===== src/rtl/unit_share_arbiter_pkg.sv =====
// Shared types for the unit-share arbiter: FSM state encoding
// (ST_IDLE=1'b0, ST_DRIVE=1'b1) and a wrap-increment helper.
package unit_share_arbiter_pkg;

   typedef enum logic {
      ST_IDLE  = 1'b0,
      ST_DRIVE = 1'b1
   } state_e;

   // id+1 modulo n, without a divider
   function automatic int wrap_next(int id, int n);
      return (id + 1 == n) ? 0 : id + 1;
   endfunction

endpackage


===== src/rtl/unit_share_arbiter_if.sv =====
// Client-side bundle of the shared 1-bit unit arbiter.
// master: client/unit side, slave: the arbiter itself.
interface unit_share_arbiter_if #(
   parameter int NREQ = 4,
   parameter int IDW  = 2
);
   logic [NREQ-1:0] req;
   logic [NREQ-1:0] req_bit;
   logic [NREQ-1:0] gnt;
   logic            busy;
   logic            unit_in;
   logic            unit_out;
   logic            rsp_valid;
   logic [IDW-1:0]  rsp_id;
   logic            rsp_bit;

   modport master (
      output req, req_bit, unit_out,
      input  gnt, busy, unit_in,
      input  rsp_valid, rsp_id, rsp_bit
   );

   modport slave (
      input  req, req_bit, unit_out,
      output gnt, busy, unit_in,
      output rsp_valid, rsp_id, rsp_bit
   );
endinterface


===== src/rtl/unit_share_arbiter_rr_pick.sv =====
// Rotate-priority picker: first set req[i] scanning from ptr upward
// with wrap.  Ports: req, ptr in; any (some req set), idx out.
module rr_pick #(
   parameter int NREQ = 4,
   parameter int IDW  = 2
) (
   input  logic [NREQ-1:0] req,
   input  logic [IDW-1:0]  ptr,
   output logic            any,
   output logic [IDW-1:0]  idx
);

   logic [IDW-1:0] j;

   // Scan from the farthest offset down so the nearest hit wins.
   always_comb begin
      any = 1'b0;
      idx = '0;
      j   = '0;
      for (int k = NREQ - 1; k >= 0; k--) begin
         j = IDW'((int'(ptr) + k) % NREQ);
         if (req[j]) begin
            any = 1'b1;
            idx = j;
         end
      end
   end

endmodule


===== src/rtl/unit_share_arbiter.sv =====
// Round-robin sequencer sharing one 1-bit unit among NREQ clients.
// Ports: clk, reset (sync, high), bus (slave modport of the bundle).
module unit_share_arbiter
   import unit_share_arbiter_pkg::*;
#(
   parameter int NREQ = 4,
   parameter int HOLD = 2,
   parameter int IDW  = $clog2(NREQ)
) (
   input  logic               clk,
   input  logic               reset,
   unit_share_arbiter_if.slave bus
);

   localparam int CW = $clog2(HOLD + 1);

   state_e          state_q;
   logic [IDW-1:0]  ptr_q;
   logic [IDW-1:0]  ptr_d;
   logic [IDW-1:0]  id_q;
   logic [CW-1:0]   cnt_q;
   logic [CW-1:0]   cnt_d;
   logic [NREQ-1:0] gnt_q;
   logic            busy_q;
   logic            unit_in_q;
   logic            rsp_valid_q;
   logic [IDW-1:0]  rsp_id_q;
   logic            rsp_bit_q;

   logic            pick_any;
   logic [IDW-1:0]  pick_idx;

   rr_pick #(
      .NREQ (NREQ),
      .IDW  (IDW)
   ) u_pick (
      .req (bus.req),
      .ptr (ptr_q),
      .any (pick_any),
      .idx (pick_idx)
   );

   assign ptr_d = IDW'(wrap_next(int'(id_q), NREQ));
   assign cnt_d = cnt_q - 1'b1;

   always_ff @(posedge clk) begin
      if (reset) begin
         state_q     <= ST_IDLE;
         ptr_q       <= '0;
         id_q        <= '0;
         cnt_q       <= '0;
         gnt_q       <= '0;
         busy_q      <= 1'b0;
         unit_in_q   <= 1'b0;
         rsp_valid_q <= 1'b0;
         rsp_id_q    <= '0;
         rsp_bit_q   <= 1'b0;
      end else begin
         rsp_valid_q <= 1'b0;
         unique case (state_q)
            ST_IDLE: begin
               if (pick_any) begin
                  gnt_q     <= NREQ'(1) << pick_idx;
                  unit_in_q <= bus.req_bit[pick_idx];
                  id_q      <= pick_idx;
                  cnt_q     <= CW'(HOLD);
                  busy_q    <= 1'b1;
                  state_q   <= ST_DRIVE;
               end
            end
            ST_DRIVE: begin
               // Last settle cycle: unit_out has seen unit_in for HOLD cycles.
               if (cnt_q == CW'(1)) begin
                  rsp_bit_q   <= bus.unit_out;
                  rsp_id_q    <= id_q;
                  rsp_valid_q <= 1'b1;
                  ptr_q       <= ptr_d;
                  gnt_q       <= '0;
                  busy_q      <= 1'b0;
                  unit_in_q   <= 1'b0;
                  state_q     <= ST_IDLE;
               end else begin
                  cnt_q <= cnt_d;
               end
            end
            default: state_q <= ST_IDLE;
         endcase
      end
   end

   assign bus.gnt       = gnt_q;
   assign bus.busy      = busy_q;
   assign bus.unit_in   = unit_in_q;
   assign bus.rsp_valid = rsp_valid_q;
   assign bus.rsp_id    = rsp_id_q;
   assign bus.rsp_bit   = rsp_bit_q;

endmodule


===== src/flat_wrapper.sv =====
// flat-port wrapper written by rule: the top's interface ports become plain ports
module unit_share_arbiter_flat import unit_share_arbiter_pkg::*;
#(
   parameter int NREQ = 4,
   parameter int HOLD = 2,
   parameter int IDW  = $clog2(NREQ)
)
  (clk, reset, bus_req, bus_req_bit, bus_unit_out, bus_gnt, bus_busy, bus_unit_in, bus_rsp_valid, bus_rsp_id, bus_rsp_bit);
  unit_share_arbiter_if #(.NREQ(NREQ), .IDW(IDW)) bus_i ();
  input  logic clk;
  input  logic reset;
  input wire logic [$bits(bus_i.req)-1:0] bus_req;
  input wire logic [$bits(bus_i.req_bit)-1:0] bus_req_bit;
  input wire logic [$bits(bus_i.unit_out)-1:0] bus_unit_out;
  output wire logic [$bits(bus_i.gnt)-1:0] bus_gnt;
  output wire logic [$bits(bus_i.busy)-1:0] bus_busy;
  output wire logic [$bits(bus_i.unit_in)-1:0] bus_unit_in;
  output wire logic [$bits(bus_i.rsp_valid)-1:0] bus_rsp_valid;
  output wire logic [$bits(bus_i.rsp_id)-1:0] bus_rsp_id;
  output wire logic [$bits(bus_i.rsp_bit)-1:0] bus_rsp_bit;
  assign bus_i.req = bus_req;
  assign bus_i.req_bit = bus_req_bit;
  assign bus_i.unit_out = bus_unit_out;
  assign bus_gnt = bus_i.gnt;
  assign bus_busy = bus_i.busy;
  assign bus_unit_in = bus_i.unit_in;
  assign bus_rsp_valid = bus_i.rsp_valid;
  assign bus_rsp_id = bus_i.rsp_id;
  assign bus_rsp_bit = bus_i.rsp_bit;
  unit_share_arbiter #(.NREQ(NREQ), .HOLD(HOLD), .IDW(IDW)) u_core (.clk(clk), .reset(reset), .bus(bus_i));
endmodule

===== config.mk =====
export PLATFORM = sky130hd
export DESIGN_NAME = unit_share_arbiter_flat
export DESIGN_NICKNAME = d
export VERILOG_FILES = /design/src/rtl/unit_share_arbiter_pkg.sv /design/src/rtl/unit_share_arbiter_if.sv /design/src/rtl/unit_share_arbiter_rr_pick.sv /design/src/rtl/unit_share_arbiter.sv /design/src/flat_wrapper.sv
export SDC_FILE = /design/constraint.sdc
export NUM_CORES = 1
export LEC_CHECK = 0
export ABC_AREA = 1
export CAP_MARGIN = 20
export CORE_ASPECT_RATIO = 0.7
export CORE_MARGIN = 2
export CORE_UTILIZATION = 53
export CTS_CLUSTER_DIAMETER = 60
export CTS_CLUSTER_SIZE = 30
export DETAILED_ROUTE_END_ITERATION = 8
export GPL_TIMING_DRIVEN = 0
export MAX_ROUTING_LAYER = met4
export PLACE_DENSITY = 0.92
export REMOVE_ABC_BUFFERS = 1
export SLEW_MARGIN = 20
export SYNTH_ARGS = -nofsm -noshare
export SYNTH_HDL_FRONTEND = slang
export SYNTH_SLANG_ARGS = --single-unit

===== constraint.sdc =====
create_clock -name clk -period 2.2 [get_ports clk]
set_input_delay 0.22 -clock clk [delete_from_list [all_inputs] [get_ports clk]]
set_output_delay 0.22 -clock clk [all_outputs]
set_load 0.05 [all_outputs]

# Word level (Yosys, flattened, before mapping)
# Cells that the tools add are included.
# Widths: inputs -> output; s select.
# word_totals
ff_bits	17
word_cells	66
# classes
mux	34
n_eq_ne	5
n_bitwise	1
n_lt_le_gt_ge	5
n_reduce_logical	5
addsub	5
n_shift	1
# ops
cell	count
$lt 2x3->1 const B	5
$mux 1	15
$mux 2	7
$bmux 1 s2	5
$mux 4	2
$pmux 4 s2	1
$reduce_and 2->1	4
$pmux 1 s2	3
$add 2x2->2 const B	2
$ne 2x2->1 const B	2
$pmux 2 s2	1
$shl 1x2->4 const A	1
$add 2x1->3 const B	1
$eq 3x3->1 const B	1
$add 2x1->2 const B	1
$eq 2x1->1 const B	1
$ne 2x1->1 const B	1
$reduce_or 2->1	1
$sub 2x1->2 const B	1
$not 1->1	1

# Logic depth before layout (Yosys ltp)
# depth
ltp_word	11
depth_mapped	16

# Hierarchy
# A second synthesis with hierarchy kept.
# unflattened
hier_cells	136
hier_area_um2	904.6
# modules_own_cells
module	cells_per_inst	area_each_um2	seq_area_each_um2	n_inst
unit_share_arbiter	90	691.9	340.3	1
rr_pick	46	212.7	0.0	1

# Least setup slack after synthesis
# No wires, ideal clock.
# synth_timing
path_kind	register to register
from	reg u_core.ptr_q[0]
to	reg u_core.gnt_q[0] (netlist: u_core.bus.gnt[0])
stages_incl_launch_ff	11
path_slack_ps	794
arrival_ps	1289
setup_ps	116
path_cell_list	dfxtp_1 > buf_6 > inv_8 > nand2_2 > and2_4 > nand2_4 > inv_2 > a21oi_4 > a21oi_2 > a32oi_1 > nor2_1
# synth_via
elab_chain_len	10
word_cells_on_any_way	24
cone_classes	add/sub: 3; eq/ne: 1; shift: 1; mux: 18; reduce/logical: 1
# synth_lines
element	line	text
from (decl)	unit_share_arbiter.sv:18	logic [IDW-1:0] ptr_q;
from (signal assigned)	unit_share_arbiter.sv:77	ptr_q <= ptr_d;
$add 2x2->2	unit_share_arbiter_rr_pick.sv:21	j = IDW'((int'(ptr) + k) % NREQ);
$bmux 1 s2	unit_share_arbiter_rr_pick.sv:22	if (req[j]) begin
$mux 1 (implied by the code)	unit_share_arbiter_rr_pick.sv:22	
$mux 2 (4 in series)	unit_share_arbiter_rr_pick.sv:22	
$shl 1x2->4	unit_share_arbiter.sv:63	gnt_q <= NREQ'(1) << pick_idx;
$mux 4	unit_share_arbiter.sv:62	if (pick_any) begin
$pmux 4 s2	unit_share_arbiter.sv:60	unique case (state_q)
to (signal assigned)	unit_share_arbiter.sv:63	
to (decl)	unit_share_arbiter.sv:23	logic [NREQ-1:0] gnt_q;
# Parallel ways exist; a longest one is shown, timed or not. The select of a mux whose other input is x is not followed.
# A chain may end at the register's enable or synchronous reset.

# Final worst setup path
# Ends and elaborated chain as after synthesis.

==> results.sh <==
export IMPL_run_status="complete, no violations"
export IMPL_cts_made_buffers=3
export IMPL_numClockSinks=17
export IMPL_synthDominantCellAreaShare=0.346
export IMPL_fraction_of_layout_cells_with_a_size_suffix_above_1=0.235
export IMPL_wl_per_cell_um=13.2
export IMPL_synth_most_common_cell="sky130_fd_sc_hd__nand2_1"
export IMPL_grt_usage=0.251
export IMPL_async_reset_ff_frac=0
export IMPL_core_region_area_mm2=0.00167
export IMPL_final_critical_path_setup_slack_ps=373
export IMPL_synth_largest_area_cell="sky130_fd_sc_hd__dfxtp_1"
export IMPL_finalMaxSlewViolations=0
export IMPL_root_driver="sky130_fd_sc_hd__clkbuf_4"
export IMPL_number_of_inserted_diodes=0
export IMPL_ctsHtreeMaxLevel=1
export IMPL_finClkSkew_ps=7.32
export IMPL_die_area_mm2=0.00222
export IMPL_worst_slew_pin_transition_ps=507
export IMPL_power_density_normalized_to_cell_area_mw_per_mm2=666
export IMPL_core_rowCount=12
export IMPL_worstReg2RegEnd="u_core.bus.gnt[0]$_SDFFE_PP0P_"
export IMPL_vias_in_the_first_global_route=937
export IMPL_cp_num_buf_inv=2
export IMPL_postCtsHoldBufs=0
export IMPL_worst_hold_startpoint="bus_unit_out"
export IMPL_timing_critical_path_from_type="register"
export IMPL_hpwl_mm=1.76
export IMPL_syn_area_um2=985
export IMPL_cpPeakStageDelay_ps=600
export IMPL_antenna_found_initial=0
export IMPL_top_level_ports=21
export IMPL_critical_path_slowest_cell="sky130_fd_sc_hd__dfxtp_1"
export IMPL_worst_endpoint_required_ps=2390
export IMPL_grt_start_max_net_pins=11
export IMPL_num_vias=899
export IMPL_ys_ff_latch=17
export IMPL_synth_edff_count=0
export IMPL_drt_iter0_drc=20
export IMPL_sw_frac_of_total=0.378
export IMPL_relative_contribution_of_sequential_cells_to_total_power=0.442
export IMPL_crit_chain="nand2_1 -> nand2_2 -> inv_1 -> nand2_4 -> inv_2 -> a21oi_4 -> a21oi_2 -> a32oi_1 -> nor2_1"
export IMPL_initial_core_utilization=0.591
export IMPL_maximum_buffer_depth_of_the_clock_tree=2
export IMPL_synthTopCellsByArea="sky130_fd_sc_hd__dfxtp_1 (35%), sky130_fd_sc_hd__nand2_1 (12%), sky130_fd_sc_hd__nand2_4 (11%)"
export IMPL_ant_nets=0
export IMPL_cts_resized=0
export IMPL_die_h_um=40.1
export IMPL_numPortBuffers=20
export IMPL_reg2reg_slack_ps=370
export IMPL_synth_top_flop_cell="sky130_fd_sc_hd__dfxtp_1"
export IMPL_max_cap_viol_count=0
export IMPL_period_minus_slack_ps=1830
export IMPL_cp_arrival_ps=2010
export IMPL_final_period_utilization=0.830
export IMPL_crit_path_end_kind="register"
export IMPL_leakage_nw=0.552
export IMPL_yosys_warnings=0
export IMPL_p_int_mw=0.504
export IMPL_clock_latency_ps=300
export IMPL_hold_end="u_core.bus.rsp_bit$_SDFFE_PP0P_"
export IMPL_setup_worst_path_class="register to register"
export IMPL_setup_viol_count_final=0
export IMPL_family_with_the_most_delay_on_the_worst_path="flip-flops"
export IMPL_wirelength_mm=2.25
export IMPL_drc=0
export IMPL_clock_fmax_mhz=547
export IMPL_drt_first_pass_iters=5
export IMPL_power_net_switching_mw=0.306
export IMPL_synthCells=127
export IMPL_post_layout_total_power_mw=0.810
export IMPL_chipWidth_um=55.5
export IMPL_r2r_worst_path_cells=9
export IMPL_r2r_start="u_core.ptr_q[0]$_SDFFE_PP0P_"
export IMPL_via_per_inst=5.29
export IMPL_synth_yosys_seq_area_share=0.346
export IMPL_cts_post_setup_buffers_inserted=0
export IMPL_power_frac_comb=0.342
export IMPL_report_final_hold_viol_count=0
export IMPL_highest_fanout_seen_on_the_critical_path=10
export IMPL_whs_path_cells=3
export IMPL_grt_first_pass_wirelength_mm=4.00
export IMPL_synthToLayoutAreaGrowth_pct=23.5
export IMPL_final_setup_tns_ps=0
export IMPL_rsz_0062_raised_after_global_routing="false"
export IMPL_final_weighted_congestion_in_routability_driven_placement=0.887
export IMPL_synth_top_cells_by_count="sky130_fd_sc_hd__nand2_1 (31), sky130_fd_sc_hd__dfxtp_1 (17), sky130_fd_sc_hd__inv_1 (11), sky130_fd_sc_hd__nand3_1 (11), sky130_fd_sc_hd__nand2_4 (10)"
export IMPL_fin_nets=163
export IMPL_avgSynthCellArea_um2=7.75
export IMPL_clock_power_share=0.216
export IMPL_place_worst_setup_slack_ps=275
export IMPL_tritoncts="built"
export IMPL_worst_ir_drop_on_vdd_v=0.000551
export IMPL_yosysUniqueCellTypes=22
export IMPL_min_path_type="input port to register"
export IMPL_max_slew_margin_rel=0.661
export IMPL_grt_remaining_overflow=0
export IMPL_clock_slew_at_the_register_clock_pins_of_the_worst_setup_and_hold_paths_ps=110
-- how the worst max path moves through the flow --
stage | cells past startpoint | start | end
after floorplan | 9 | u_core.ptr_q[0]$_SDFFE_PP0P_ | u_core.bus.gnt[0]$_SDFFE_PP0P_
after global placement | 10 | bus_req[1] | u_core.bus.gnt[0]$_SDFFE_PP0P_
after detailed placement | 10 | bus_req[1] | u_core.bus.gnt[0]$_SDFFE_PP0P_
after CTS | 9 | u_core.ptr_q[0]$_SDFFE_PP0P_ | u_core.bus.gnt[0]$_SDFFE_PP0P_
after global routing | 9 | u_core.ptr_q[0]$_SDFFE_PP0P_ | u_core.bus.gnt[0]$_SDFFE_PP0P_
final | 9 | u_core.ptr_q[0]$_SDFFE_PP0P_ | u_core.bus.gnt[0]$_SDFFE_PP0P_
-- placed cells by master, fill, tap and decap left out, types with 3 or more instances in the layout --
cell                              Yosys  layout
sky130_fd_sc_hd__dfxtp_1             17      17
sky130_fd_sc_hd__nand2_2              9       9
sky130_fd_sc_hd__inv_1               11      11
sky130_fd_sc_hd__clkdlybuf4s50_1      0      20
sky130_fd_sc_hd__o21ai_0              4       4
sky130_fd_sc_hd__inv_2                4       4
sky130_fd_sc_hd__clkbuf_4             0       3
sky130_fd_sc_hd__nand2_1             31      31
sky130_fd_sc_hd__a21oi_1              8       8
sky130_fd_sc_hd__nand2_4             10      10
sky130_fd_sc_hd__nand3_1             11      11
sky130_fd_sc_hd__nor2_1               7       7
-- metrics by stage --
step	util	std cells	hold slack, ps	cell area, um^2
after floorplan	-	125	282	962
after global placement	0.713	166	447	1190
after detailed placement	0.713	166	461	1190
after CTS	0.730	170	451	1220
after global routing	0.730	170	485	1220
final	0.730	170	447	1220
-- cell families after synthesis --
family                   after synthesis  synth area share
AND/OR/NAND/NOR                       70             0.391
AO/OA/AOI/OAI                         20             0.146
buffers and inverters                 18            0.0915
flip-flops                            17             0.346
adder cells (fa/ha/maj)                2            0.0254
-- power by group through the flow --
stage / sequential [mW] / combinational (mW) / clock, mW
floorplan: 0.405 / 0.153 / 0
global route: 0.360 / 0.303 / 0.189
detailed placement: 0.364 / 0.276 / 0
finish: 0.358 / 0.277 / 0.175
global placement: 0.363 / 0.262 / 0
CTS: 0.357 / 0.277 / 0.174
-- worst reg2reg max path: stages (launching register included) --
cell                      delay [ps]
sky130_fd_sc_hd__dfxtp_1         600
sky130_fd_sc_hd__nand2_1         150
sky130_fd_sc_hd__nand2_2         120
sky130_fd_sc_hd__inv_1            70
sky130_fd_sc_hd__nand2_4          90
sky130_fd_sc_hd__inv_2            50
sky130_fd_sc_hd__a21oi_4         290
sky130_fd_sc_hd__a21oi_2         110
sky130_fd_sc_hd__a32oi_1         180
sky130_fd_sc_hd__nor2_1           60
-- final cells by class --
cell class | count | area, um^2
clock buffers | 3 | 22.5
inverters | 16 | 67.6
repair buffers | 20 | 200
clock inverters | 1 | 5.00
flip-flops and latches | 17 | 340
fillers | 125 | 450
multi-input cells | 92 | 554
well taps | 21 | 26.3
-- registers in the layout, indices dropped and copies added, names as in the netlist --
register and flops:
u_core.bus.busy 1, u_core.bus.gnt 4, u_core.bus.rsp_bit 1, u_core.bus.rsp_id 2, u_core.bus.rsp_valid 1, u_core.bus.unit_in 1, u_core.cnt_q 2, u_core.id_q 2
u_core.ptr_q 2, u_core.state_q 1
-- per-layer routing --
metal	vias to the layer above	track usage	wire length (um)
li1	452	-	-
met1	413	0.262	988
met2	27	0.461	1100
met3	7	0.0806	121
met4	0	0.110	38
met5	-	-	0
Note: power is estimated with default switching activity, not from simulation.
